`src/rtl/layer0_input_quantizer.sv`:
```
// layer0_input_quantizer
//   Quantizes a stream of signed feature words to 2-bit codes against three
//   per-feature thresholds. The codes of one frame are packed into a flat
//   vector, which is then offered to layer 0 under a valid/ready handshake.
//
// Ports
//   clk, rst            : clock, asynchronous active-high reset
//   s_valid/s_ready     : input word handshake
//   s_data              : signed feature word
//   s_last              : last word of the frame
//   m_valid/m_ready     : packed frame handshake
//   m_data              : packed codes, feature i at bits [2i+1:2i]
//   m_err               : frame-length error, qualified by m_valid
//   clip_lo_cnt/hi_cnt  : saturating counts of 2'b00 / 2'b11 codes
//                         (only when QUANT_CLIP_STATS_EN is defined)
//
// Optional feature macro: QUANT_CLIP_STATS_EN
module layer0_input_quantizer #(
  parameter int NUM_FEATURES = 64,
  parameter int IN_W         = 8,
  parameter int CNT_W        = 8,
  parameter logic [NUM_FEATURES*3*IN_W-1:0] THRESH = '0
) (
  input  logic                      clk,
  input  logic                      rst,
  input  logic                      s_valid,
  output logic                      s_ready,
  input  logic [IN_W-1:0]           s_data,
  input  logic                      s_last,
  output logic                      m_valid,
  input  logic                      m_ready,
  output logic [2*NUM_FEATURES-1:0] m_data,
  output logic                      m_err
`ifdef QUANT_CLIP_STATS_EN
  ,
  output logic [15:0]               clip_lo_cnt,
  output logic [15:0]               clip_hi_cnt
`endif
);

  typedef enum logic {FILL, HOLD} state_t;

  state_t                    r_state, w_state_nxt;
  logic [CNT_W-1:0]          r_idx;
  logic [2*NUM_FEATURES-1:0] r_data;
  logic                      r_err;

  logic [IN_W-1:0] w_t0, w_t1, w_t2;
  logic [1:0]      w_code;
  logic            w_accept, w_last_beat, w_close;

  // Thresholds of the feature currently being filled.
  assign w_t0 = THRESH[(3*int'(r_idx)+0)*IN_W +: IN_W];
  assign w_t1 = THRESH[(3*int'(r_idx)+1)*IN_W +: IN_W];
  assign w_t2 = THRESH[(3*int'(r_idx)+2)*IN_W +: IN_W];

  always_comb begin
    w_code = 2'b11;
    if ($signed(s_data) < $signed(w_t0))      w_code = 2'b00;
    else if ($signed(s_data) < $signed(w_t1)) w_code = 2'b01;
    else if ($signed(s_data) < $signed(w_t2)) w_code = 2'b10;
  end

  assign w_accept    = s_valid && (r_state == FILL);
  assign w_last_beat = (r_idx == CNT_W'(NUM_FEATURES-1));
  assign w_close     = w_accept && (w_last_beat || s_last);

  // Next state and handshake outputs; both ready/valid depend on state only.
  always_comb begin
    w_state_nxt = r_state;
    s_ready     = 1'b0;
    m_valid     = 1'b0;
    case (r_state)
      FILL: begin
        s_ready = 1'b1;
        if (w_close) w_state_nxt = HOLD;
      end
      HOLD: begin
        m_valid = 1'b1;
        if (m_ready) w_state_nxt = FILL;
      end
      default: w_state_nxt = FILL;
    endcase
  end

  always_ff @(posedge clk or posedge rst) begin
    if (rst) r_state <= FILL;
    else     r_state <= w_state_nxt;
  end

  // Frame assembly. Fields beyond an early s_last stay 2'b00 because the
  // vector is cleared whenever a frame is handed off.
  always_ff @(posedge clk or posedge rst) begin
    if (rst) begin
      r_idx  <= '0;
      r_data <= '0;
      r_err  <= 1'b0;
    end else begin
      case (r_state)
        FILL: if (w_accept) begin
          r_data[2*int'(r_idx) +: 2] <= w_code;
          if (w_close) begin
            r_idx <= '0;
            // Error when s_last and the final index disagree.
            r_err <= w_last_beat ^ s_last;
          end else begin
            r_idx <= r_idx + CNT_W'(1);
          end
        end
        HOLD: if (m_ready) begin
          r_data <= '0;
          r_err  <= 1'b0;
        end
        default: ;
      endcase
    end
  end

  assign m_data = r_data;
  assign m_err  = r_err;

`ifdef QUANT_CLIP_STATS_EN
  logic [15:0] r_clip_lo_cnt, r_clip_hi_cnt;

  always_ff @(posedge clk or posedge rst) begin
    if (rst) begin
      r_clip_lo_cnt <= '0;
      r_clip_hi_cnt <= '0;
    end else if (w_accept) begin
      if (w_code == 2'b00 && r_clip_lo_cnt != 16'hFFFF)
        r_clip_lo_cnt <= r_clip_lo_cnt + 16'd1;
      if (w_code == 2'b11 && r_clip_hi_cnt != 16'hFFFF)
        r_clip_hi_cnt <= r_clip_hi_cnt + 16'd1;
    end
  end

  assign clip_lo_cnt = r_clip_lo_cnt;
  assign clip_hi_cnt = r_clip_hi_cnt;
`endif

endmodule

```
`config.mk`:
```
export PLATFORM = sky130hd
export DESIGN_NAME = layer0_input_quantizer
export DESIGN_NICKNAME = d
export VERILOG_FILES = /design/src/rtl/layer0_input_quantizer.sv
export SDC_FILE = /design/constraint.sdc
export NUM_CORES = 1
export LEC_CHECK = 0
export ABC_CLOCK_PERIOD_IN_PS = 2500
export BUFFER_PORTS_ARGS = -buffer_cell sky130_fd_sc_hd__clkbuf_2
export CAP_MARGIN = 15
export CORE_ASPECT_RATIO = 0.5
export CORE_UTILIZATION = 44
export CTS_CLUSTER_DIAMETER = 120
export CTS_CLUSTER_SIZE = 16
export DETAILED_ROUTE_END_ITERATION = 10
export GPL_ROUTABILITY_DRIVEN = 1
export PLACE_DENSITY = 0.73
export SETUP_SLACK_MARGIN = 0.05
export SYNTH_ARGS = -nofsm -noshare
export SYNTH_HDL_FRONTEND = slang
export SYNTH_SLANG_ARGS = --single-unit
```
`constraint.sdc`:
```
create_clock -name clk -period 2.5 [get_ports clk]
set_input_delay 0.125 -clock clk [delete_from_list [all_inputs] [get_ports clk]]
set_output_delay 0.125 -clock clk [all_outputs]
set_load 0.05 [all_outputs]
```
==> results.cfg, run 1 <==
[synth]
synth_fa_ha_area_share_pct = 1.12
yosys.area.top_type_share_pct = 41.3
ys_warn_count = 0
ys_seq_area_share_pct = 41.3
syn_nets = 452
synth_top_area_cell = dfrtp_1
synth_xor_xnor_area_share_pct = 1.14
synth_flop_cell = dfrtp_1
synth_mux_area_share_pct = 0.949
synth_top_family_by_area = compound AO/OA/AOI/OAI gates
synth_compound_area_share_pct = 29.8
ys_ff_latch = 74
syn_avg_cell_area_um2 = 10.3
synth_area_leaders = dfrtp_1, buf_4, o41ai_1, o311ai_0, o211ai_1
synth_cells = 435
synth_edf_count = 0
syn_area_um2 = 4480
async_flop_share_pct = 100
synth.distinct_cells = 53
synthSimpleGateAreaFrac_pct = 9.55

[sta]
setup_ws_ns = 0.0205
finalMaxSlewViolations = 0
clock.fmax_ghz = 0.403
setup_viol = 0
hold_violations = 0
period_share_pct = 99.2
rsz0062_at_grt = yes
max_slew_margin_pct = 61.4
skew_ns = 0.00593
period_needed_ns = 2.48
tightest_slew_ns = 0.577

[setup_path]
cp.arrival_ns = 2.67
critPathMaxFanout = 10
crit_type = reg2reg
cp.required_ns = 2.70
crit_path_end_kind = flop
start_kind = flop

[worst_hold_path]
hp-class = in2reg

[floorplan]
die_w_um = 145
die_area_um2 = 10600
die_h_um = 73.4
io_pins = 144
num_rows = 25
placeableCoreArea_um2 = 9670
start_util_pct = 46.4

[routing]
drc = 0
routed_wl_um = 12200
vias = 3956
avgViaCountPerCell = 5.93
ant_nets = 0
wl_per_cell_um = 18.2
drt_iter0_drc = 277
drt-pass1-iter-count = 4

[clock_tree]
worstSkewPairLatency_ns = 0.34
cts.sinks = 74
cts-root-buf = clkbuf_16
tritoncts = done
cts.clk_slew.worst_paths_ns = 0.06
h-tree-depth = 3
cts_made_buffers = 9
cts_buffer_depth = 2

[finish]
stdcell_area_um2 = 5690
instances_no_fill = 667
fillers = 796
area_delta_synth_final_pct = 26.9
num-nets-final = 544
diodes = 0
drive_gt1_share_pct = 47.9

[grt]
gr-usage-all-layers_pct = 23.0
grt_pass1_wl_um = 18500
grt_overflow = 0
grt_pass1_vias = 3464
grt_max_degree = 51
antenna_found_initial = 0

[placed_design]
place_ws_ns = 0.0236
place_inst = 642
dpl-instance-area_um2 = 5090
dpl.hpwl_um = 8140
gp_routability_congestion = 0.898
place.port_buffers = 136

[power_and_ir_drop]
p_total_uw = 4700
p_per_area_nw_per_um2 = 826
leakage_uw = 0.00257
max-vdd-ir-drop_uv = 423

[job]
maxCapViolCount = 0

[outcome]
status = complete, no violations
==> critical path, stage by stage, from the launching register on <==
cell      delay (ns)
dfrtp_1         0.41
nor4_4          0.30
nand3b_1        0.16
ha_4            0.35
nand2_1         0.06
a311o_1         0.40
buf_6           0.19
o311ai_1        0.31
o41ai_1         0.15
==> per-layer routing <==
| layer | up-vias | global-route usage [%] | wire length [um] |
|---|---|---|---|
| met5 | - | 0 | 0 |
| met4 | 0 | 6.43 | 77 |
| met3 | 7 | 5.02 | 670 |
| met2 | 144 | 36.5 | 5870 |
| met1 | 1955 | 31.7 | 5550 |
| li1 | 1850 | - | - |
==> final cells by class <==
type	instances	area, um^2	area share, %
clock inverter	4	51.3	0.902
timing repair buffer	189	1150	20.2
clock buffer	12	246	4.33
sequential	74	1850	32.6
inverter	7	26.3	0.462
tap	135	169	2.97
multi-input combinational	246	2190	38.6
==> registers in the layout, indices dropped and copies added, names as in the netlist <==
| signal | cells |
|---|---|
| r_idx | 8 |
| m_data | 64 |
| m_err | 1 |
| r_state | 1 |
==> Yosys cell counts (all sizes together), types with 2 or more instances <==
library cell and instances:
o211ai 33, nand4 3, or3 3, nand2 16
o311ai 34, o21bai 7, xor2 3, o31ai 30
nor4 3, xnor2 2, nor3 2, nand3 8
a311o 3, nand4b 2, dfrtp 74, and3 2
o41ai 34, mux2i 3, nand2b 7, a211oi 2
inv 7, or2 2, clkbuf 26, nor2b 5
nor2 8, o21ai 13, ha 4, buf 83
nand3b 3, a21oi 4
==> power by group <==
part / internal [uW] / switching, uW / total (uW)
clock: 801 / 507 / 1310
sequential: 1250 / 56.6 / 1310
combinational: 724 / 1360 / 2080
total: 2770 / 1920 / 4700
==> cell families after synthesis <==
| family | Yosys count |
|---|---|
| XOR/XNOR | 5 |
| AND/OR/NAND/NOR | 68 |
| flip-flops | 74 |
| multiplexers | 3 |
| AO/OA/AOI/OAI | 165 |
| buffers and inverters | 116 |
| adder cells (fa/ha/maj) | 4 |
==> final timing paths <==
check | from | end | slack, ns | cells after the start
worst min register to register | m_err$_DFFE_PP0P_ | m_err$_DFFE_PP0P_ | 0.54 | 2
max in group asynchronous | rst | m_data[23]$_DFFE_PP0P_ | 1.62 | 4
worst max register to register | r_idx[4]$_DFFE_PP0P_ | m_data[39]$_DFFE_PP0P_ | 0.02 | 8
worst min-delay path | s_last | m_err$_DFFE_PP0P_ | 0.17 | 5
worst max-delay path | r_idx[4]$_DFFE_PP0P_ | m_data[39]$_DFFE_PP0P_ | 0.02 | 8
min in group asynchronous | rst | m_err$_DFFE_PP0P_ | 0.25 | 3
==> stage by stage <==
step                      utilization (%)  setup TNS (ns)  hold WS [ns]
final                                58.8               0         0.173
after global routing                 58.8          -0.266         0.205
after CTS                            56.0               0         0.175
after detailed placement             52.6               0        0.0613
after global placement               52.6               0        0.0637
after floorplan                         -               0         0.224
==> layout by cell type, fill, tap and decap left out, drive strengths merged, types with 4 or more instances in the layout <==
cell type	n
nor2	8
ha	4
o21ai	13
buf	51
o31ai	30
nand2	16
nand2b	7
o211ai	33
o311ai	34
nor2b	5
o41ai	34
a21oi	4
o21bai	8
nand3	8
inv	7
clkbuf	148
dfrtp	74
==> timing repair <==
action / in CTS / in global routing
resized for setup: 4 / 55
pin swaps: 2 / 9
hold endpoints to repair: 11 / 0
cloned: 0 / 1
setup endpoints to repair: 10 / 58
setup buffers: 1 / 5
hold buffers: 2 / 0
Note: power is estimated with default switching activity, not from simulation.
==> inputs of run 2 (changes only) <==
--- a/config.mk
+++ b/config.mk
@@ -15,7 +15,7 @@
 export DETAILED_ROUTE_END_ITERATION = 10
 export GPL_ROUTABILITY_DRIVEN = 1
 export PLACE_DENSITY = 0.73
-export SETUP_SLACK_MARGIN = 0.05
+export SETUP_SLACK_MARGIN = 0.15
 export SYNTH_ARGS = -nofsm -noshare
 export SYNTH_HDL_FRONTEND = slang
 export SYNTH_SLANG_ARGS = --single-unit
==> run 2 against run 1 <==
  * Utilization grew 0.52 points
  * Maximum frequency grew 1.2%
  * Combinational power grew 5%
  * Cell count shrank 0.15%
==> results.cfg, run 2 (same netlist as run 1, synthesis figures left out) <==
[outcome]
status = complete, no violations

[setup_path]
crit_path_end_kind = flop
cp.arrival_ns = 2.64
cp.required_ns = 2.69
crit_type = reg2reg
critPathMaxFanout = 6
start_kind = flop

[placed_design]
dpl.hpwl_um = 8320
gp_routability_congestion = 0.906
dpl-instance-area_um2 = 5090
place_inst = 641
place.port_buffers = 136

[floorplan]
die_w_um = 145
num_rows = 25
die_h_um = 73.4
start_util_pct = 46.4
die_area_um2 = 10600
io_pins = 144
placeableCoreArea_um2 = 9670

[sta]
hold_violations = 0
period_share_pct = 98.0
skew_ns = 0.00762
max_slew_margin_pct = 52.9
period_needed_ns = 2.45
rsz0062_at_grt = yes
finalMaxSlewViolations = 0
tns_ns = 0
tightest_slew_ns = 0.706
setup_viol = 0
clock.fmax_ghz = 0.408

[grt]
met3_usage_pct = 5.22
grtUsageMet1_pct = 33.1
use_met2_pct = 36.2
antenna_found_initial = 0
grt_overflow = 0
grt-busiest-layer = met2
grt_max_degree = 55
grt_pass1_vias = 3503
grt_pass1_wl_um = 18800
gr-usage-all-layers_pct = 23.5

[finish]
num-nets-final = 544
stdcell_area_um2 = 5740
final_util_pct = 59.4
largest_register_ffs = 64
final_common_cell = clkbuf_2
instances_no_fill = 666
fillers = 750
multiInputGateArea_um2 = 2250
drive_gt1_share_pct = 48.8
final_cell_mix = clkbuf_2, dfrtp_1, buf_4
diodes = 0
area_delta_synth_final_pct = 28.0
seq_area_um2 = 1850

[routing]
wl_per_cell_um = 19.1
drt-pass1-iter-count = 4
routed_wl_um = 12700
vias = 4042
avgViaCountPerCell = 6.07
drt_iter0_drc = 329
drc = 0
ant_nets = 0

[job]
maxCapViolCount = 0

[clock_tree]
cts.sinks = 74
worstSkewPairLatency_ns = 0.34
cts-root-buf = clkbuf_16
cts_buffer_depth = 2
cts_made_buffers = 9
cts.clk_slew.worst_paths_ns = 0.06
h-tree-depth = 3
tritoncts = done

[power_and_ir_drop]
leakage_uw = 0.00257
p_per_area_nw_per_um2 = 835
max-vdd-ir-drop_uv = 415

[worst_hold_path]
hp-class = in2reg
## run 2: cell types whose count changed in the layout (fill, tap and decap cells not counted), moves of 2 or more
cell | before | now
o311ai_0 | 4 | 0
o311ai_1 | 11 | 17
o311ai_2 | 18 | 15
o41ai_1 | 32 | 30
o41ai_2 | 2 | 4
## run 2: power by group
part	leakage (uW)	switching, uW	total [uW]	internal (uW)
combinational	0.00141	1440	2190	747
sequential	0.00103	57.1	1310	1250
clock	0.000142	501	1300	796
total	0.00257	2000	4790	2790
## run 2: area by class of cell
class | instances | share of cell area (%)
Clock inverter | 4 | 0.894
Tap cell | 135 | 2.94
Clock buffer | 11 | 4.23
Timing Repair Buffer | 189 | 19.9
Inverter | 7 | 0.480
Multi-Input combinational cell | 246 | 39.3
Sequential cell | 74 | 32.3
## run 2: through the flow
step | hold slack, ns | power, uW | worst slack [ns]
floorplan | 0.224 | 2610 | 0.0480
global placement | 0.218 | 3100 | 0.0627
detailed placement | 0.226 | 3140 | -0.0229
CTS | 0.174 | 4560 | 0.0915
global route | 0.250 | 4950 | -0.0231
finish | 0.172 | 4790 | 0.0497
## run 2: path summary, 6_finish.rpt
check,start,to,slack (ns),cells past startpoint
worst max-delay path,r_idx[4]$_DFFE_PP0P_,m_data[55]$_DFFE_PP0P_,0.05,8
worst min-delay path,s_last,m_err$_DFFE_PP0P_,0.17,5
worst min register to register,m_err$_DFFE_PP0P_,m_err$_DFFE_PP0P_,0.53,2
worst max register to register,r_idx[4]$_DFFE_PP0P_,m_data[55]$_DFFE_PP0P_,0.05,8
min in group asynchronous,rst,m_err$_DFFE_PP0P_,0.40,3
max in group asynchronous,rst,m_data[113]$_DFFE_PP0P_,1.48,4
## run 2: critical path, cell delays in order (launching register included)
cell and delay [ns]:
dfrtp_1 0.41, nor4_4 0.29, nand3b_1 0.17, ha_4 0.35
nand2_2 0.05, a311o_2 0.45, buf_6 0.18, o311ai_2 0.28
o41ai_1 0.13
## run 2: routing by layer
metal,up-vias,routed length (um),share of wire [%]
li1,1833,-,-
met4,0,184,1.4
met5,-,0,0
met2,185,5810,46
met3,18,837,6.6
met1,2006,5890,46
## run 2: what timing repair did
action / CTS / global route
pin swaps: 9 / 14
hold endpoints to repair: 36 / 0
setup buffers: 1 / 5
resized for setup: 41 / 21
endpoints found under the setup margin: 58 / 63
hold buffers: 2 / 0
cloned: 1 / 1
